### src/rtl/motoro3_pwm_multi_if.sv
// Control/gate-drive bundle between the commutation logic and the PWM block.
// Master drives the per-period settings; slave returns gate drives and strobes.
interface motoro3_pwm_multi_if #(
    parameter int CH     = 3,
    parameter int CNT_W  = 12,
    parameter int LEN_W  = 16,
    parameter int DEAD_W = 6
);
    logic [CNT_W-1:0]    periodLen;
    logic                syncIn;
    logic [CNT_W-1:0]    minMask;
    logic [DEAD_W-1:0]   deadLen;
    logic [CH-1:0]       chEn;
    logic [CH*LEN_W-1:0] dutyLen;
    logic [CH-1:0]       pwmH;
    logic [CH-1:0]       pwmL;
    logic                perStart;
    logic [CH-1:0]       pwmSkip;

    modport master (
        output periodLen, syncIn, minMask, deadLen, chEn, dutyLen,
        input  pwmH, pwmL, perStart, pwmSkip
    );

    modport slave (
        input  periodLen, syncIn, minMask, deadLen, chEn, dutyLen,
        output pwmH, pwmL, perStart, pwmSkip
    );
endinterface

### src/rtl/motoro3_pwm_multi.sv
// Multi-channel complementary PWM: shared timebase, per-leg duty latch with
// min-pulse carry, and a dead-time gate FSM per high/low pair.
module motoro3_pwm_multi #(
    parameter int CH     = 3,
    parameter int CNT_W  = 12,
    parameter int LEN_W  = 16,
    parameter int DEAD_W = 6
) (
    input logic clk,
    input logic rst,
    motoro3_pwm_multi_if.slave bus
);
    localparam int SUM_W = ((LEN_W > CNT_W) ? LEN_W : CNT_W) + 1;

    typedef enum logic [2:0] {
        S_OFF,
        S_LOW,
        S_DEAD1,
        S_HIGH,
        S_DEAD2
    } gate_t;

    logic [CNT_W-1:0] per_cnt;
    logic             run;
    logic             per_start;
    logic             dead_zero;
    logic [DEAD_W-1:0] dead_load;
    logic [CH-1:0]    h_vec;
    logic [CH-1:0]    l_vec;
    logic [CH-1:0]    skip_vec;

    assign run       = bus.periodLen != '0;
    assign per_start = run & ~rst & (bus.syncIn | (per_cnt <= CNT_W'(1)));
    assign dead_zero = bus.deadLen == '0;
    // Loaded one short so each dead state lasts exactly deadLen cycles
    assign dead_load = bus.deadLen - DEAD_W'(1);

    always_ff @(posedge clk or posedge rst) begin
        if (rst) begin
            per_cnt <= '0;
        end else if (!run) begin
            per_cnt <= '0;
        end else if (per_start) begin
            per_cnt <= bus.periodLen;
        end else if (per_cnt != '0) begin
            per_cnt <= per_cnt - CNT_W'(1);
        end
    end

    for (genvar i = 0; i < CH; i++) begin : g_ch
        logic [LEN_W-1:0]  duty;
        logic [SUM_W-1:0]  rem;
        logic [SUM_W-1:0]  sum;
        logic [CNT_W-1:0]  pulse;
        logic [CNT_W-1:0]  on_cnt;
        logic              below;
        logic              en;
        logic              raw;
        logic              skip_q;
        logic              h_q;
        logic              l_q;
        logic [DEAD_W-1:0] dc;
        logic [DEAD_W-1:0] dc_nxt;
        gate_t             state;
        gate_t             nxt;

        assign duty  = bus.dutyLen[i*LEN_W +: LEN_W];
        assign en    = bus.chEn[i];
        assign sum   = rem + SUM_W'(duty);
        assign below = sum < SUM_W'(bus.minMask);
        assign pulse = (sum > SUM_W'(bus.periodLen)) ? bus.periodLen
                                                     : sum[CNT_W-1:0];
        assign raw   = on_cnt != '0;

        always_ff @(posedge clk or posedge rst) begin
            if (rst) begin
                rem    <= '0;
                on_cnt <= '0;
                skip_q <= 1'b0;
            end else if (!run || !en) begin
                rem    <= '0;
                on_cnt <= '0;
                skip_q <= 1'b0;
            end else begin
                skip_q <= 1'b0;
                if (per_start) begin
                    if (below) begin
                        rem    <= sum;
                        on_cnt <= '0;
                        skip_q <= 1'b1;
                    end else begin
                        rem    <= '0;
                        on_cnt <= pulse;
                    end
                end else if (on_cnt != '0) begin
                    on_cnt <= on_cnt - CNT_W'(1);
                end
            end
        end

        always_ff @(posedge clk or posedge rst) begin
            if (rst) begin
                state <= S_OFF;
                dc    <= '0;
                h_q   <= 1'b0;
                l_q   <= 1'b0;
            end else begin
                state <= nxt;
                dc    <= dc_nxt;
                h_q   <= nxt == S_HIGH;
                l_q   <= nxt == S_LOW;
            end
        end

        always_comb begin
            nxt    = state;
            dc_nxt = (dc != '0) ? dc - DEAD_W'(1) : dc;
            if (!run || !en) begin
                nxt = S_OFF;
            end else begin
                unique case (state)
                    S_OFF: nxt = S_LOW;
                    S_LOW: begin
                        if (raw) begin
                            nxt    = dead_zero ? S_HIGH : S_DEAD1;
                            dc_nxt = dead_load;
                        end
                    end
                    S_DEAD1: begin
                        if (dc == '0) nxt = raw ? S_HIGH : S_DEAD2;
                    end
                    S_HIGH: begin
                        if (!raw) begin
                            nxt    = dead_zero ? S_LOW : S_DEAD2;
                            dc_nxt = dead_load;
                        end
                    end
                    S_DEAD2: begin
                        if (dc == '0) nxt = S_LOW;
                    end
                    default: nxt = S_OFF;
                endcase
            end
        end

        assign h_vec[i]    = h_q;
        assign l_vec[i]    = l_q;
        assign skip_vec[i] = skip_q;
    end

    assign bus.pwmH     = h_vec;
    assign bus.pwmL     = l_vec;
    assign bus.pwmSkip  = skip_vec;
    assign bus.perStart = per_start;
endmodule

### src/flat_wrapper.sv
// flat-port wrapper written by rule: the top's interface ports become plain ports
module motoro3_pwm_multi_flat 
#(
    parameter int CH     = 3,
    parameter int CNT_W  = 12,
    parameter int LEN_W  = 16,
    parameter int DEAD_W = 6
)
  (clk, rst, bus_periodLen, bus_syncIn, bus_minMask, bus_deadLen, bus_chEn, bus_dutyLen, bus_pwmH, bus_pwmL, bus_perStart, bus_pwmSkip);
  motoro3_pwm_multi_if #(.CH(CH), .CNT_W(CNT_W), .LEN_W(LEN_W), .DEAD_W(DEAD_W)) bus_i ();
  input logic clk;
  input logic rst;
  input wire logic [$bits(bus_i.periodLen)-1:0] bus_periodLen;
  input wire logic [$bits(bus_i.syncIn)-1:0] bus_syncIn;
  input wire logic [$bits(bus_i.minMask)-1:0] bus_minMask;
  input wire logic [$bits(bus_i.deadLen)-1:0] bus_deadLen;
  input wire logic [$bits(bus_i.chEn)-1:0] bus_chEn;
  input wire logic [$bits(bus_i.dutyLen)-1:0] bus_dutyLen;
  output wire logic [$bits(bus_i.pwmH)-1:0] bus_pwmH;
  output wire logic [$bits(bus_i.pwmL)-1:0] bus_pwmL;
  output wire logic [$bits(bus_i.perStart)-1:0] bus_perStart;
  output wire logic [$bits(bus_i.pwmSkip)-1:0] bus_pwmSkip;
  assign bus_i.periodLen = bus_periodLen;
  assign bus_i.syncIn = bus_syncIn;
  assign bus_i.minMask = bus_minMask;
  assign bus_i.deadLen = bus_deadLen;
  assign bus_i.chEn = bus_chEn;
  assign bus_i.dutyLen = bus_dutyLen;
  assign bus_pwmH = bus_i.pwmH;
  assign bus_pwmL = bus_i.pwmL;
  assign bus_perStart = bus_i.perStart;
  assign bus_pwmSkip = bus_i.pwmSkip;
  motoro3_pwm_multi #(.CH(CH), .CNT_W(CNT_W), .LEN_W(LEN_W), .DEAD_W(DEAD_W)) u_core (.clk(clk), .rst(rst), .bus(bus_i));
endmodule
### config.mk
export PLATFORM = sky130hd
export DESIGN_NAME = motoro3_pwm_multi_flat
export DESIGN_NICKNAME = d
export VERILOG_FILES = /design/src/rtl/motoro3_pwm_multi_if.sv /design/src/rtl/motoro3_pwm_multi.sv /design/src/flat_wrapper.sv
export SDC_FILE = /design/constraint.sdc
export NUM_CORES = 1
export LEC_CHECK = 0
export ABC_AREA = 1
export CAP_MARGIN = 20
export CELL_PAD_IN_SITES_DETAIL_PLACEMENT = 1
export CELL_PAD_IN_SITES_GLOBAL_PLACEMENT = 1
export CORE_ASPECT_RATIO = 2
export CORE_MARGIN = 8
export CORE_UTILIZATION = 45
export CTS_CLUSTER_DIAMETER = 120
export DETAILED_ROUTE_END_ITERATION = 16
export GPL_ROUTABILITY_DRIVEN = 0
export GPL_TIMING_DRIVEN = 0
export MAX_ROUTING_LAYER = met4
export PLACE_DENSITY_LB_ADDON = 0.2
export SYNTH_ARGS = -nofsm -noshare
export SYNTH_HDL_FRONTEND = slang
export SYNTH_SLANG_ARGS = --single-unit
### constraint.sdc
create_clock -name clk -period 12.9 [get_ports clk]
set_clock_uncertainty 0.2 [all_clocks]
set_input_delay 1.935 -clock clk [delete_from_list [all_inputs] [get_ports clk]]
set_output_delay 1.935 -clock clk [all_outputs]
set_load 0.03 [all_outputs]
==> results of run 1 <==
[critical path, stage by stage]
cell and delay [ns]:
clkdlybuf4s50_1 0.71, inv_1 0.27, nand4_1 0.16, nor3_1 0.07, nand2_1 0.10, inv_2 0.10, nor2_1 0.14, nand2_1 0.10
inv_2 0.23, clkbuf_1 0.43, clkdlybuf4s50_1 0.79
[power by group through the flow]
stage          Clock, mW  Sequential [mW]  Combinational (mW)
3_3_place_gp           0            0.574               0.579
2_1_floorplan          0            0.563               0.448
6_report           0.491            0.577               0.639
5_1_grt            0.511            0.588               0.723
3_5_place_dp           0            0.582               0.630
4_1_cts            0.498            0.575               0.641
[stage by stage]
step / cell area, um2 / power, mW / hold WS [ns] / instances
6_report: 13800 / 1.71 / 0.289 / 2214
5_1_grt: 13800 / 1.82 / 0.318 / 2214
4_1_cts: 13800 / 1.71 / 0.290 / 2214
3_5_place_dp: 13200 / 1.21 / 0.273 / 2183
3_3_place_gp: 13200 / 1.15 / 0.267 / 2182
2_1_floorplan: 11800 / 1.01 / 0.253 / 1745
[cells in the mapped netlist (all sizes together)]
library cell,n
a211oi,6
a21o,4
a21oi,93
a311oi,2
a31o,2
a31oi,2
and2,2
buf,27
clkbuf,14
clkinv,1
dfrtp,135
fa,3
ha,126
inv,278
nand2,486
nand3,137
nand3b,16
nand4,23
nor2,153
nor3,40
nor4,3
o2111ai,3
o211ai,10
o21a,4
o21ai,84
o21bai,3
o22ai,5
o311ai,2
o31ai,6
o32ai,3
or2,5
xnor2,25
xor2,42
[registers in the layout, indices dropped and copies added (netlist names)]
signal,count
u_core.g_ch.dc,18
u_core.g_ch.h_q,3
u_core.g_ch.l_q,3
u_core.g_ch.on_cnt,36
u_core.g_ch.rem,51
u_core.g_ch.skip_q,3
u_core.g_ch.state,9
u_core.per_cnt,12
[per-layer routing]
| metal | part of all wire | global-route usage | vias to the layer above |
|---|---|---|---|
| met4 | 0.040 | 0.119 | 0 |
| met5 | 0 | - | - |
| li1 | - | - | 5854 |
| met1 | 0.40 | 0.286 | 5856 |
| met2 | 0.53 | 0.478 | 242 |
| met3 | 0.034 | 0.0352 | 95 |
[worst max path at each step]
stage | startpoint | cells past startpoint | end | slack (ns)
after floorplan | rst | 1 | u_core.g_ch[0].dc[0]$_DFF_PP0_ | 7.15
after global placement | rst | 2 | u_core.g_ch[1].rem[16]$_DFFE_PP0P_ | 4.89
after detailed placement | bus_periodLen[0] | 11 | bus_perStart | 5.86
after CTS | bus_periodLen[0] | 11 | bus_perStart | 5.76
after global routing | bus_periodLen[0] | 11 | bus_perStart | 5.57
final | bus_periodLen[0] | 11 | bus_perStart | 5.72
[layout make-up]
type / instances / area share
multi-input combinational: 1290 / 0.521
sequential: 135 / 0.245
inverter: 279 / 0.0764
timing repair buffer: 94 / 0.0696
clock buffer: 23 / 0.0340
tap: 344 / 0.0313
buffer: 41 / 0.0155
clock inverter: 8 / 0.00718
[cell families after synthesis]
group | count (synthesis) | share of synthesized area
adder cells (fa/ha/maj) | 129 | 0.139
AND/OR/NAND/NOR | 865 | 0.309
buffers and inverters | 320 | 0.107
AO/OA/AOI/OAI | 229 | 0.109
flip-flops | 135 | 0.286
XOR/XNOR | 67 | 0.0497
==> impl_metrics.py, run 1 <==
metrics = {
    "synth": {
        "synth_seq_cells": 135,
        "ys_seq_area_frac": 0.286,
        "synthTopCellsByArea": "dfrtp_1 29%, nand2_1 15%, ha_1 13%",
        "synth_fp_nets": 1958,
        "synth_top_area_frac": 0.286,
        "yosys.area.top_type": "dfrtp_1",
        "synth_cell_types": 46,
        "avgSynthCellArea_um2": 6.77,
        "ys.warnings.count": 0,
        "syn_inst": 1745,
        "mappedNetlistArea_mm2": 0.0118,
    },
    "timing": {
        "worst_slack_ns": 5.72,
        "maxSlewHeadroom": 0.590,
        "fmax_mhz": 139,
        "tightest_slew_ns": 0.613,
        "maxSlewViolCount": 0,
        "rsz0062_at_grt": "false",
        "hold_viol": 0,
        "fin_crit_sh": 0.557,
        "fin_crit_ns": 7.18,
        "setup_tns_ns": 0,
        "setup_violations": 0,
    },
    "clocking": {
        "clk_path_buf_depth": 2,
        "root_buffer": "clkbuf_16",
        "clkTransAtPathRegs_ns": 0.06,
        "cts_buffers": 17,
        "postCtsSetupBuffers": 0,
        "clock-sinks": 135,
        "cts_hold_buf": 0,
        "cts-resized-gates": 0,
        "cts_max_level": 4,
        "cts_tree": "done",
        "clk_latency_ns": 0.45,
    },
    "routing": {
        "dr.first_iter.drc_count": 680,
        "wl_per_cell_um": 18.1,
        "antenna_left": 0,
        "drc_errors": 0,
        "drt_wl_total_um": 40000,
        "vias_per_cell": 5.44,
        "vias": 12000,
        "drt_pass1_iterations": 7,
    },
    "cells_and_area": {
        "postLayoutCoreUtil": 0.528,
        "fillers": 3521,
        "area_growth_pct": 16.6,
        "layout_commonest_cell": "nand2_1",
        "multi_input_area_mm2": 0.00717,
        "drive_gt1_frac": 0.0390,
        "diodes": 0,
        "fin_nets": 2071,
        "final-seq-area_mm2": 0.00338,
        "layout_common_cells": "485 x nand2_1, 274 x inv_1, 150 x nor2_1, 136 x nand3_1, 135 x dfrtp_1",
    },
    "floorplanning": {
        "ioPinCount": 94,
        "core-area_mm2": 0.0261,
        "initial_core_util": 0.453,
        "dieArea_mm2": 0.0320,
        "die_y_um": 245,
        "num_rows": 84,
        "die_w_um": 131,
    },
    "setup_path": {
        "reg2reg_slack_ns": 8.86,
        "crit_arrival_ns": 5.05,
        "cp-end-kind": "output port",
        "startpoint_type": "input pin",
        "worstReg2RegStart": "u_core.g_ch[2].rem[0]$_DFFE_PP0P_",
        "worstPathRequired_ns": 10.76,
        "r2r-end": "u_core.g_ch[2].rem[7]$_DFFE_PP0P_",
        "ff2ff_path_depth": 21,
        "cp_max_fo": 10,
        "worstSetupPathType": "in2out",
    },
    "placement": {
        "dp_hpwl_um": 31500,
        "post-place-ws_ns": 5.86,
        "port_buffers": 93,
    },
    "power": {
        "p_comb_frac": 0.374,
        "max-vdd-ir-drop_mv": 0.0958,
        "power_density_mw_per_mm2": 124,
        "swShare": 0.391,
        "p_seq_frac": 0.338,
        "p_sw_mw": 0.668,
        "p_int_mw": 1.04,
        "p_leak_nw": 7.51,
        "clkPwrFrac": 0.287,
    },
    "worst_hold_path": {
        "hold_path_startpoint": "u_core.g_ch[0].rem[6]$_DFFE_PP0P_",
        "hold_end": "u_core.g_ch[0].rem[6]$_DFFE_PP0P_",
        "min_path_type": "reg2reg",
        "min_path_cells": 2,
    },
    "global_route": {
        "grt_pass1_vias": 13200,
        "grtUsageTotal": 0.268,
        "grt-ovfl-total": 0,
        "grt_pass1_wl_um": 65500,
        "antenna_found_initial": 0,
        "grt_max_degree": 93,
    },
    "status": {
        "outcome": "finished, final reports clean",
    },
    "job": {
        "maxCapViolations": 0,
    },
}
(Power assumes the default switching activity.)
==> inputs of run 2 (changes only) <==
Settings changed: CORE_UTILIZATION 45 to 39.
Clock period 12.9 ns to 6.2 ns, I/O delays scaled along.
==> run 2 against run 1 <==
  * First-iteration DRC count is 21% lower
  * Clock power is 110% higher
  * Core utilization is 6.7 points lower
  * Register-to-register slack worse by 6.7 ns
  * Total power is 100% higher
  * Cell count is 1.1% higher
  * Highest routed layer unchanged
  * Cell area is 0.31% higher
  * Clock-buffer cell count is 2 higher
==> impl_metrics.py, run 2 (synthesized netlist as in run 1, its figures left out) <==
metrics = {
    "status": {
        "outcome": "finished, final reports clean",
    },
    "cells_and_area": {
        "largest_reg_flops": 51,
        "diodes": 0,
        "reg_top3": "u_core.g_ch.rem: 51 flops, u_core.g_ch.on_cnt: 36 flops, u_core.g_ch.dc: 18 flops",
        "layout_commonest_cell": "nand2_1",
        "top_register": "u_core.g_ch.rem",
        "layout_common_cells": "485 x nand2_1, 274 x inv_1, 150 x nor2_1, 136 x nand3_1, 135 x dfrtp_1",
        "fin_nets": 2071,
        "drive_gt1_frac": 0.0390,
        "area_growth_pct": 17.0,
    },
    "clocking": {
        "cts-resized-gates": 0,
        "postCtsSetupBuffers": 0,
        "clock-sinks": 135,
        "root_buffer": "clkbuf_16",
        "cts_hold_buf": 0,
        "cts_max_level": 4,
        "clk_path_buf_depth": 2,
        "clkTransAtPathRegs_ns": 0.06,
        "cts_tree": "done",
        "clk_latency_ns": 0.45,
        "cts_buffers": 17,
    },
    "global_route": {
        "antenna_found_initial": 0,
        "grt_pass1_wl_um": 61300,
        "grt_pass1_vias": 12100,
        "grtUsageTotal": 0.217,
        "grt_max_degree": 80,
        "grt-ovfl-total": 0,
    },
    "floorplanning": {
        "num_rows": 90,
        "dieArea_mm2": 0.0364,
        "core-area_mm2": 0.0300,
        "die_y_um": 262,
        "initial_core_util": 0.394,
        "die_w_um": 139,
        "ioPinCount": 94,
    },
    "timing": {
        "hold_ws_ns": 0.285,
        "rsz0062_at_grt": "false",
        "setup_violations": 0,
        "maxSlewHeadroom": 0.586,
        "fmax_mhz": 196,
        "maxSlewViolCount": 0,
        "hold_viol": 0,
        "tightest_slew_ns": 0.618,
        "fin_crit_ns": 5.11,
        "fin_crit_sh": 0.825,
    },
    "setup_path": {
        "critPathLaunch": "bus_periodLen[0]",
        "worstReg2RegStart": "u_core.g_ch[1].rem[0]$_DFFE_PP0P_",
        "cp-end-kind": "output port",
        "r2r-end": "u_core.g_ch[1].on_cnt[3]$_DFFE_PP0P_",
        "crit_arrival_ns": 3.98,
        "crit_path_end": "bus_perStart",
        "cp_max_fo": 10,
        "worstSetupPathType": "in2out",
        "reg2reg_slack_ns": 2.14,
        "worstPathRequired_ns": 5.07,
        "startpoint_type": "input pin",
        "ff2ff_path_depth": 25,
    },
    "worst_hold_path": {
        "min_path_type": "reg2reg",
        "hold_path_startpoint": "u_core.g_ch[0].rem[0]$_DFFE_PP0P_",
    },
    "routing": {
        "antenna_left": 0,
        "drt_wl_total_um": 37200,
        "drt_pass1_iterations": 4,
        "dr.first_iter.drc_count": 538,
        "vias": 11500,
        "drc_errors": 0,
        "vias_per_cell": 5.14,
        "wl_per_cell_um": 16.6,
    },
    "power": {
        "swShare": 0.377,
        "clkPwrFrac": 0.294,
        "p_sw_mw": 1.31,
        "max-vdd-ir-drop_mv": 0.209,
        "power_density_mw_per_mm2": 253,
        "p_total_mw": 3.49,
        "p_seq_frac": 0.342,
        "p_leak_nw": 7.52,
        "p_comb_frac": 0.365,
        "p_int_mw": 2.17,
    },
    "placement": {
        "port_buffers": 93,
        "dp_hpwl_um": 29600,
    },
    "job": {
        "maxCapViolations": 0,
    },
}
==> run 2: cell count changes in the layout (fill, tap and decap cells not counted) <==
| cell | change |
|---|---|
| clkbuf_8 | +1 |
| clkbuf_1 | +1 |
| clkinv_2 | -1 |
==> run 2: layout make-up <==
type,instances,area [um2]
inverters,279,1050
clock inverters,7,93.8
multi-input cells,1290,7170
flip-flops and latches,135,3380
repair buffers,94,958
well taps,368,460
clock buffers,25,485
fillers,3927,16100
plain buffers,41,214
==> run 2: how the worst min path moves through the flow <==
stage / endpoint / slack (ns) / cells after the start
after floorplan: u_core.g_ch[0].rem[0]$_DFFE_PP0P_ / 0.25 / 2
after global placement: u_core.g_ch[0].rem[7]$_DFFE_PP0P_ / 0.27 / 2
after detailed placement: u_core.g_ch[0].rem[0]$_DFFE_PP0P_ / 0.27 / 2
after CTS: u_core.g_ch[0].rem[0]$_DFFE_PP0P_ / 0.29 / 2
after global routing: u_core.g_ch[2].rem[13]$_DFFE_PP0P_ / 0.32 / 2
final: u_core.g_ch[0].rem[0]$_DFFE_PP0P_ / 0.28 / 2
==> run 2: critical path: stages <==
cell and delay (ns):
clkdlybuf4s50_1 0.73, inv_1 0.27, nand4_1 0.16, nor3_1 0.06
nand2_1 0.09, inv_2 0.09, nor2_1 0.10, nand2_1 0.10
inv_2 0.23, clkbuf_1 0.41, clkdlybuf4s50_1 0.80
==> run 2: through the flow <==
stage,area [um2],instances,utilization,setup TNS (ns),worst slack [ns]
2_1_floorplan,11800,1745,-,0,1.46
3_3_place_gp,13200,2206,0.441,-118.13,-0.893
3_5_place_dp,13200,2207,0.442,0,1.10
4_1_cts,13800,2239,0.461,0,1.07
5_1_grt,13800,2239,0.461,0,0.863
6_report,13800,2239,0.461,0,1.09
==> run 2: metal layers <==
layer,track usage,vias to the layer above,wire length [um]
met2,0.382,165,18900
li1,-,5850,-
met1,0.249,5437,16300
met4,0.0767,0,945
met5,-,-,0
met3,0.0286,52,1010
==> run 2: power by group through the flow <==
stage | combinational (mW) | clock, mW | sequential (mW)
2_1_floorplan | 0.932 | 0 | 1.17
3_3_place_gp | 1.24 | 0 | 1.20
3_5_place_dp | 1.27 | 0 | 1.20
4_1_cts | 1.29 | 1.05 | 1.19
5_1_grt | 1.47 | 1.08 | 1.22
6_report | 1.27 | 1.02 | 1.19
==> inputs of run 3 (changes only) <==
Clock period 6.2 ns to 4.6 ns, I/O delays scaled along.
==> run 3 against run 2 <==
  * Sequential cell count unchanged
  * Cell area up 0.15%
  * Worst hold slack hardly changed
  * Non-clock buffer count unchanged
==> impl_metrics.py, run 3 (synthesized netlist as in run 1, its figures left out) <==
metrics = {
    "status": {
        "outcome": "finished, final reports clean",
    },
    "routing": {
        "drt_pass1_iterations": 4,
        "vias_per_cell": 5.15,
        "dr.first_iter.drc_count": 556,
        "wl_per_cell_um": 16.7,
        "drc_errors": 0,
        "antenna_left": 0,
        "drt_wl_total_um": 37300,
        "vias": 11500,
    },
    "timing": {
        "hold_ws_ns": 0.285,
        "fmax_mhz": 231,
        "fin_crit_ns": 4.32,
        "setup_violations": 0,
        "tightest_slew_ns": 0.618,
        "maxSlewHeadroom": 0.586,
        "setup_tns_ns": 0,
        "fin_crit_sh": 0.939,
        "maxSlewViolCount": 0,
        "hold_viol": 0,
    },
    "placement": {
        "port_buffers": 93,
        "placedCellCount": 2207,
        "dp_hpwl_um": 29600,
        "post_dp_cell_area_mm2": 0.0132,
    },
    "global_route": {
        "grt_pass1_vias": 12100,
        "grt_pass1_wl_um": 61300,
        "use_met2": 0.382,
        "busiest_layer": "met2",
        "grtUsageMet3": 0.0286,
        "gr-usage-met1": 0.249,
        "grt_max_degree": 80,
        "antenna_found_initial": 0,
        "grtUsageTotal": 0.217,
        "grt-ovfl-total": 0,
    },
    "setup_path": {
        "reg2reg_slack_ns": 0.64,
        "crit_arrival_ns": 3.43,
        "ff2ff_path_depth": 26,
        "cp_max_fo": 10,
        "critical_path.top_delay_family": "buffers and inverters",
        "r2r-end": "u_core.g_ch[1].on_cnt[11]$_DFFE_PP0P_",
        "crit_path_max_incr_delay_ns": 0.73,
        "timing.critical_path.buf_inv": 6,
        "worstReg2RegStart": "u_core.g_ch[1].rem[0]$_DFFE_PP0P_",
        "path_cells": "clkdlybuf4s50_1 -> inv_1 -> nand4_1 -> nor3_1 -> nand2_1 -> inv_2 -> nor2_1 -> nand2_1 -> inv_2 -> clkbuf_1 -> dlygate4sd2_1",
        "worstPathRequired_ns": 3.71,
        "worstSetupPathType": "in2out",
        "startpoint_type": "input pin",
        "crit_path_end": "bus_perStart",
        "cp-end-kind": "output port",
        "path_depth": 11,
        "critPathLaunch": "bus_periodLen[0]",
        "critical-path-slowest-cell": "clkdlybuf4s50_1",
    },
    "floorplanning": {
        "dieArea_mm2": 0.0364,
        "core-area_mm2": 0.0300,
        "die_y_um": 262,
        "die_w_um": 139,
        "num_rows": 90,
        "initial_core_util": 0.394,
        "ioPinCount": 94,
    },
    "worst_hold_path": {
        "min_path_type": "reg2reg",
        "hold_path_startpoint": "u_core.g_ch[0].rem[0]$_DFFE_PP0P_",
    },
    "clocking": {
        "cts_buffers": 17,
        "root_buffer": "clkbuf_16",
        "cts_hold_buf": 0,
        "clkTransAtPathRegs_ns": 0.06,
        "clk_latency_ns": 0.45,
        "clock-sinks": 135,
        "cts_tree": "done",
        "cts_max_level": 4,
        "postCtsSetupBuffers": 0,
        "clk_path_buf_depth": 2,
    },
    "power": {
        "max-vdd-ir-drop_mv": 0.283,
        "clkPwrFrac": 0.294,
        "p_comb_frac": 0.365,
        "power_density_mw_per_mm2": 341,
        "p_int_mw": 2.93,
        "swShare": 0.378,
        "p_leak_nw": 7.53,
        "p_sw_mw": 1.78,
        "p_total_mw": 4.71,
        "p_seq_frac": 0.341,
    },
    "cells_and_area": {
        "fin_area_mm2": 0.0138,
        "fin_cells": 2239,
        "top_register": "u_core.g_ch.rem",
        "largest_reg_flops": 51,
        "layout_commonest_cell": "nand2_1",
        "fin_nets": 2071,
        "reg_top3": "u_core.g_ch.rem: 51 flops, u_core.g_ch.on_cnt: 36 flops, u_core.g_ch.dc: 18 flops",
        "layout_common_cells": "484 x nand2_1, 274 x inv_1, 150 x nor2_1, 136 x nand3_1, 135 x dfrtp_1",
        "area_growth_pct": 17.1,
        "drive_gt1_frac": 0.0422,
        "diodes": 0,
    },
    "job": {
        "maxCapViolations": 0,
    },
}
-- run 3: cell count changes in the layout (fill, tap and decap cells not counted) --
cell             before  now
clkbuf_1             19   16
clkbuf_2              0    3
clkdlybuf4s50_1      93   92
dlygate4sd2_1         0    1
nand2_1             485  484
nand2_2               1    2
xor2_1               42   40
xor2_2                0    2
-- run 3: how the worst min path moves through the flow --
stage                                    endpoint  slack (ns)  cells past startpoint
6_report        u_core.g_ch[0].rem[0]$_DFFE_PP0P_        0.28                      2
5_1_grt        u_core.g_ch[2].rem[13]$_DFFE_PP0P_        0.32                      2
4_1_cts         u_core.g_ch[0].rem[0]$_DFFE_PP0P_        0.29                      2
3_5_place_dp    u_core.g_ch[0].rem[0]$_DFFE_PP0P_        0.27                      2
3_3_place_gp    u_core.g_ch[0].rem[7]$_DFFE_PP0P_        0.27                      2
2_1_floorplan   u_core.g_ch[0].rem[0]$_DFFE_PP0P_        0.25                      2
-- run 3: final cells by class --
cell class | count | area [um2]
inverters | 279 | 1050
plain buffers | 41 | 218
fillers | 3925 | 16100
flip-flops and latches | 135 | 3380
multi-input cells | 1290 | 7180
repair buffers | 94 | 957
well taps | 368 | 460
clock inverters | 7 | 93.8
clock buffers | 25 | 485
-- run 3: layer usage --
layer  vias to the layer above  part of all wire
met1                      5468              0.44
met5                         -                 0
met4                         0             0.024
met3                        49             0.025
li1                       5847                 -
met2                       156              0.51
-- run 3: per-stage QoR --
stage	utilization	worst slack, ns
6_report	0.462	0.279
3_3_place_gp	0.441	-2.25
2_1_floorplan	-	0.0989
5_1_grt	0.462	-0.0172
4_1_cts	0.461	0.238
3_5_place_dp	0.442	-0.229
-- run 3: power by group through the flow --
stage	registers (mW)	clock network, mW	logic, mW
finish	1.61	1.38	1.72
global route	1.64	1.46	1.99
CTS	1.61	1.42	1.74
detailed placement	1.62	0	1.72
global placement	1.61	0	1.67
floorplan	1.58	0	1.26
-- run 3: tightest hold or removal path, cell delays in order, from the launching register on --
cell and delay [ns]:
dfrtp_1 0.34, nand2_1 0.06, nand2_1 0.05
-- run 3: repair_timing --
item | 4_1_cts | 5_1_grt
hold endpoints to repair | 0 | 0
pin swaps | 0 | 1
endpoints found under the setup margin | 1 | 23
gates resized for setup | 1 | 9
==> RTL edit 1 (flow settings as in run 2) <==
`CH` is set to 3 in 3 places; all go to 6.
--- a/src/rtl/motoro3_pwm_multi_if.sv
+++ b/src/rtl/motoro3_pwm_multi_if.sv
@@ -2,5 +2,5 @@
 // Master drives the per-period settings; slave returns gate drives and strobes.
 interface motoro3_pwm_multi_if #(
-    parameter int CH     = 3,
+    parameter int CH     = 6,
     parameter int CNT_W  = 12,
     parameter int LEN_W  = 16,
--- a/src/rtl/motoro3_pwm_multi.sv
+++ b/src/rtl/motoro3_pwm_multi.sv
@@ -2,5 +2,5 @@
 // min-pulse carry, and a dead-time gate FSM per high/low pair.
 module motoro3_pwm_multi #(
-    parameter int CH     = 3,
+    parameter int CH     = 6,
     parameter int CNT_W  = 12,
     parameter int LEN_W  = 16,
--- a/src/flat_wrapper.sv
+++ b/src/flat_wrapper.sv
@@ -2,5 +2,5 @@
 module motoro3_pwm_multi_flat 
 #(
-    parameter int CH     = 3,
+    parameter int CH     = 6,
     parameter int CNT_W  = 12,
     parameter int LEN_W  = 16,
Ports: changed (5 resized); port bits go from 94 to 154. No check against the original RTL was run, so the function may have changed too.
==> RTL edit 1 against run 2 <==
Routed wire length grew 120%. Clock power increased by 84%. Count of clock-buffer cells in the layout up 16. Sequential cell count is 123 higher. Synthesized area increased by 97%. Total power is 89% higher. Design area grew 95%. Die area is 87% higher. Setup slack got worse by 1.0 ns. Via count rose by 100%.
==> RTL edit 1: results <==
clock_tree:
  cts_resized: 0
  clk_latency_ns: 0.60
  clkTransAtPathRegs_ns: 0.06
  cts_setup_buffers: 0
  ctsLongestPathBuffers: 3
  cts_made_buffers: 29
  h-tree-depth: 1
  cts_root_buf: "clkbuf_16"
pwr:
  p_leak_nw: 14.8
  vdd_drop_max_v: 0.000220
synthesis:
  syn_nets: 3834
  yosys_warnings: 0
  ys_types: 62
  synth_area_leaders: "dfrtp_1 (28%), nand2_1 (16%), ha_1 (13%), inv_1 (8.8%), nand3_1 (5.6%)"
  synth_commonest_cells: "nand2_1 (1,001), inv_1 (548), nor2_1 (263)"
  synthFlopType: "dfrtp_1"
  async_flop_share_pct: 100
  synth_seq_area_share_pct: 27.7
drt:
  avgViaCountPerCell: 5.23
  drt_iter0_drc: 1140
  wl_per_cell_microns: 18.6
  dr.pass1.iters: 4
grt:
  grt_use_total_pct: 24.6
  grt_max_degree: 38
  antenna_found_initial: 2
  grt_pass1_wl_mm: 132
  grt_pass1_vias: 24800
place:
  place_hpwl_mm: 64.7
  portBuffers: 153
  place_ws_ns: 0.144
setup_path:
  cpPeakStageDelay_ns: 1.08
  critPathTopFamily: "buffers and inverters"
  path_max_fanout: 10
  cp_slowest_cell: "clkdlybuf4s50_1"
finish:
  top_regs: "u_core.g_ch.rem: 102 flops, u_core.g_ch.on_cnt: 72 flops, u_core.g_ch.dc: 36 flops"
  top_register: "u_core.g_ch.rem"
  n_fill_cell: 7712
  drive_gt1_share_pct: 6.07
  fin_nets: 4025
sta:
  slew_headroom_pct: 33.1
hold_path:
  min_path_type: "flop to flop"
status:
  status: "completed"
RTL edit 1: layout make-up:
class	count	area, sq um	area share, %
Multi-Input combinational cell	2548	14200	52.9
Sequential cell	258	6460	24.0
Inverter	569	2150	7.97
Timing Repair Buffer	160	1670	6.21
Tap cell	774	968	3.60
Clock buffer	41	831	3.08
Buffer	69	445	1.65
Clock inverter	11	161	0.599
Antenna cell	2	5.00	0.0186
RTL edit 1: per-layer routing:
layer  wire length (microns)  part of all wire (%)  vias up  GRT usage (%)
li1                        -                     -    11400              -
met2                   41300                    50      439           43.5
met4                    3170                   3.8        0           9.46
met3                    3300                   4.0      134           2.90
met1                   34600                    42    11200           28.1
met5                       0                     0        -              -
RTL edit 1: per-stage QoR:
step                area, sq um  std cells  hold slack, ns
floorplan                 23300       3444           0.253
global placement          25800       4371           0.267
detailed placement        25900       4378           0.275
CTS                       26900       4430           0.291
global route              26900       4432           0.308
finish                    26900       4432           0.289
RTL edit 1: logic make-up after synthesis:
kind of cell / synth area share, %
adders and majority gates: 13.9
DFF: 27.7
AOI/OAI and AO/OA: 11.6
buffers and inverters: 11.1
muxes: 0.172
and+or+nand+nor: 31.4
xor gates and xnor gates: 4.06
RTL edit 1: report_power, final:
part,internal (mW),switching [mW],total (mW)
combinational,0.925,1.58,2.50
sequential,1.98,0.234,2.22
clock,1.09,0.785,1.88
RTL edit 1: final timing paths:
kind	cells after the start	from	to	slack, ns
max	13	bus_periodLen[0]	bus_perStart	0.07
min	2	u_core.g_ch[1].rem[4]	u_core.g_ch[1].rem[4]	0.29
max reg2reg	23	u_core.g_ch[4].rem[0]	u_core.g_ch[4].on_cnt[7]	2.01
min reg2reg	2	u_core.g_ch[1].rem[4]	u_core.g_ch[1].rem[4]	0.29
max in group asynchronous	5	rst	u_core.g_ch[2].rem[5]	3.78
min in group asynchronous	2	rst	u_core.g_ch[0].rem[4]	0.80
RTL edit 1: tightest hold or removal path, cell delays in order, from the launching register on:
cell and delay (ns):
dfrtp_1 0.35, nand2_1 0.06, nand2_1 0.06
==> RTL edit 2 (settings of run 2) <==
Made on the original files. Reset style: synchronous (`rst`), changed in 3 clocked blocks.
--- a/src/rtl/motoro3_pwm_multi.sv
+++ b/src/rtl/motoro3_pwm_multi.sv
@@ -36,5 +36,5 @@
     assign dead_load = bus.deadLen - DEAD_W'(1);
 
-    always_ff @(posedge clk or posedge rst) begin
+    always_ff @(posedge clk) begin
         if (rst) begin
             per_cnt <= '0;
@@ -73,5 +73,5 @@
         assign raw   = on_cnt != '0;
 
-        always_ff @(posedge clk or posedge rst) begin
+        always_ff @(posedge clk) begin
             if (rst) begin
                 rem    <= '0;
@@ -99,5 +99,5 @@
         end
 
-        always_ff @(posedge clk or posedge rst) begin
+        always_ff @(posedge clk) begin
             if (rst) begin
                 state <= S_OFF;
Check against the original RTL: not equivalent (Yosys sat finds a counterexample within 4 cycles, from zero or initial values and one cycle with rst high; the reset may be asserted at any time).
==> RTL edit 2 against run 2 <==
Setup slack got worse by 0.16 ns. Worst hold slack worse by 0.039 ns. Synthesized area fell by 1.3%. Sequential power fell by 3%. Total power increased by 24%. Critical path type unchanged. Routed wire length grew 16%. Combinational power increased by 72%. Final cell count up 2.6%. Global-route usage rose by 3.0 points. Fmax is 3.0% lower. Design area shrank 1.5%. Sequential cell count unchanged. Highest routed layer unchanged. Non-clock buffer count up 2.
==> RTL edit 2: results <==
clock_tree:
  h-tree-depth: 4
  clkTransAtPathRegs_ns: 0.07
  cts_made_buffers: 17
  ctsLongestPathBuffers: 2
  cts_setup_buffers: 0
  cts_resized: 0
  cts_root_buf: "clkbuf_16"
  clk_latency_ns: 0.45
synthesis:
  synth_seq_area_share_pct: 23.2
  synth_area_leaders: "dfxtp_1 (23%), nand2_1 (16%), ha_1 (14%), inv_1 (7.8%), nor2_1 (5.8%)"
  muxShareOfSynthArea_pct: 0
  async_flop_share_pct: 0
  ys_types: 51
  synth-xor-area-share_pct: 3.76
  syn_nets: 2022
  synth_compound_area_share_pct: 14.5
  synth_adder_area_share_pct: 14.1
  synth_commonest_cells: "nand2_1 (482), inv_1 (242), nor2_1 (181)"
  yosys_warnings: 0
  postSynthAreaPerCell_sq_um: 6.44
drt:
  finalWirelength_mm: 43.2
  wl_per_cell_microns: 18.8
  drt_iter0_drc: 415
  dr.pass1.iters: 5
  avgViaCountPerCell: 5.45
grt:
  grt_max_degree: 17
  grt_use_total_pct: 24.7
  antenna_found_initial: 0
  grt_pass1_vias: 13900
  grt_pass1_wl_mm: 69.0
pwr:
  p_leak_nw: 6.78
  power_report.internal_total_mw: 2.33
  vdd_drop_max_v: 0.000200
place:
  place_hpwl_mm: 35.9
  dp.cells: 2266
  portBuffers: 93
  dpl_cell_area_sq_um: 13000
finish:
  fin_area_sq_um: 13600
  drive_gt1_share_pct: 6.98
  n_antenna_cell: 0
  n_fill_cell: 3953
  top_regs: "u_core.g_ch.rem: 51 flops, u_core.g_ch.on_cnt: 36 flops, u_core.g_ch.dc: 18 flops"
  fin_nets: 2134
setup_path:
  cpPeakStageDelay_ns: 0.81
  critPathTopFamily: "buffers and inverters"
  cp.arrival_ns: 4.14
  path_max_fanout: 10
  cp_slowest_cell: "clkdlybuf4s50_1"
hold_path:
  min_path_type: "flop to flop"
sta:
  slew_headroom_pct: 28.7
  hold_violations: 0
status:
  status: "completed"
==> RTL edit 2: kinds of logic after synthesis <==
| family | after synthesis |
|---|---|
| DFF | 135 |
| AOI/OAI and AO/OA | 279 |
| and+or+nand+nor | 898 |
| xor gates and xnor gates | 50 |
| buffers and inverters | 318 |
| adders and majority gates | 129 |
==> RTL edit 2: per-layer routing <==
metal  up-vias  global-route usage (%)  wire, microns
met2       276                    48.5          24200
met1      5956                    20.3          14600
met4         0                    18.5           3320
met5         -                       -              0
met3       167                    3.93           1180
li1       6121                       -              -
==> RTL edit 2: final timing paths <==
check                         startpoint                  endpoint  slack [ns]  cells past startpoint
setup / recovery        bus_periodLen[0]              bus_perStart        0.93                     11
hold reg to reg   u_core.g_ch[0].rem[14]    u_core.g_ch[0].rem[14]        0.25                      2
setup reg to reg   u_core.g_ch[1].rem[0]  u_core.g_ch[1].on_cnt[8]        1.94                     23
hold / removal    u_core.g_ch[0].rem[14]    u_core.g_ch[0].rem[14]        0.25                      2
==> RTL edit 2: power groups by stage <==
stage                     clock, mW  combinational (mW)  sequential [mW]
after floorplan                   0                1.55             1.13
after global placement            0                2.08             1.16
after detailed placement          0                2.17             1.16
after CTS                      1.03                2.19             1.15
after global routing           1.06                2.47             1.17
final                          1.01                2.18             1.15
==> RTL edit 2: metrics by stage <==
stage	total power [mW]	setup WS (ns)
2_1_floorplan	2.68	2.25
6_report	4.34	0.928
3_5_place_dp	3.33	0.934
3_3_place_gp	3.24	0.966
5_1_grt	4.69	0.831
4_1_cts	4.36	0.977
==> RTL edit 2: final cells by class <==
type	instances	share of cell area (%)
flip-flops and latches	135	19.9
inverters	274	7.56
repair buffers	93	6.85
well taps	364	3.35
clock inverters	14	1.01
plain buffers	44	1.88
clock buffers	18	3.16
multi-input cells	1356	56.3
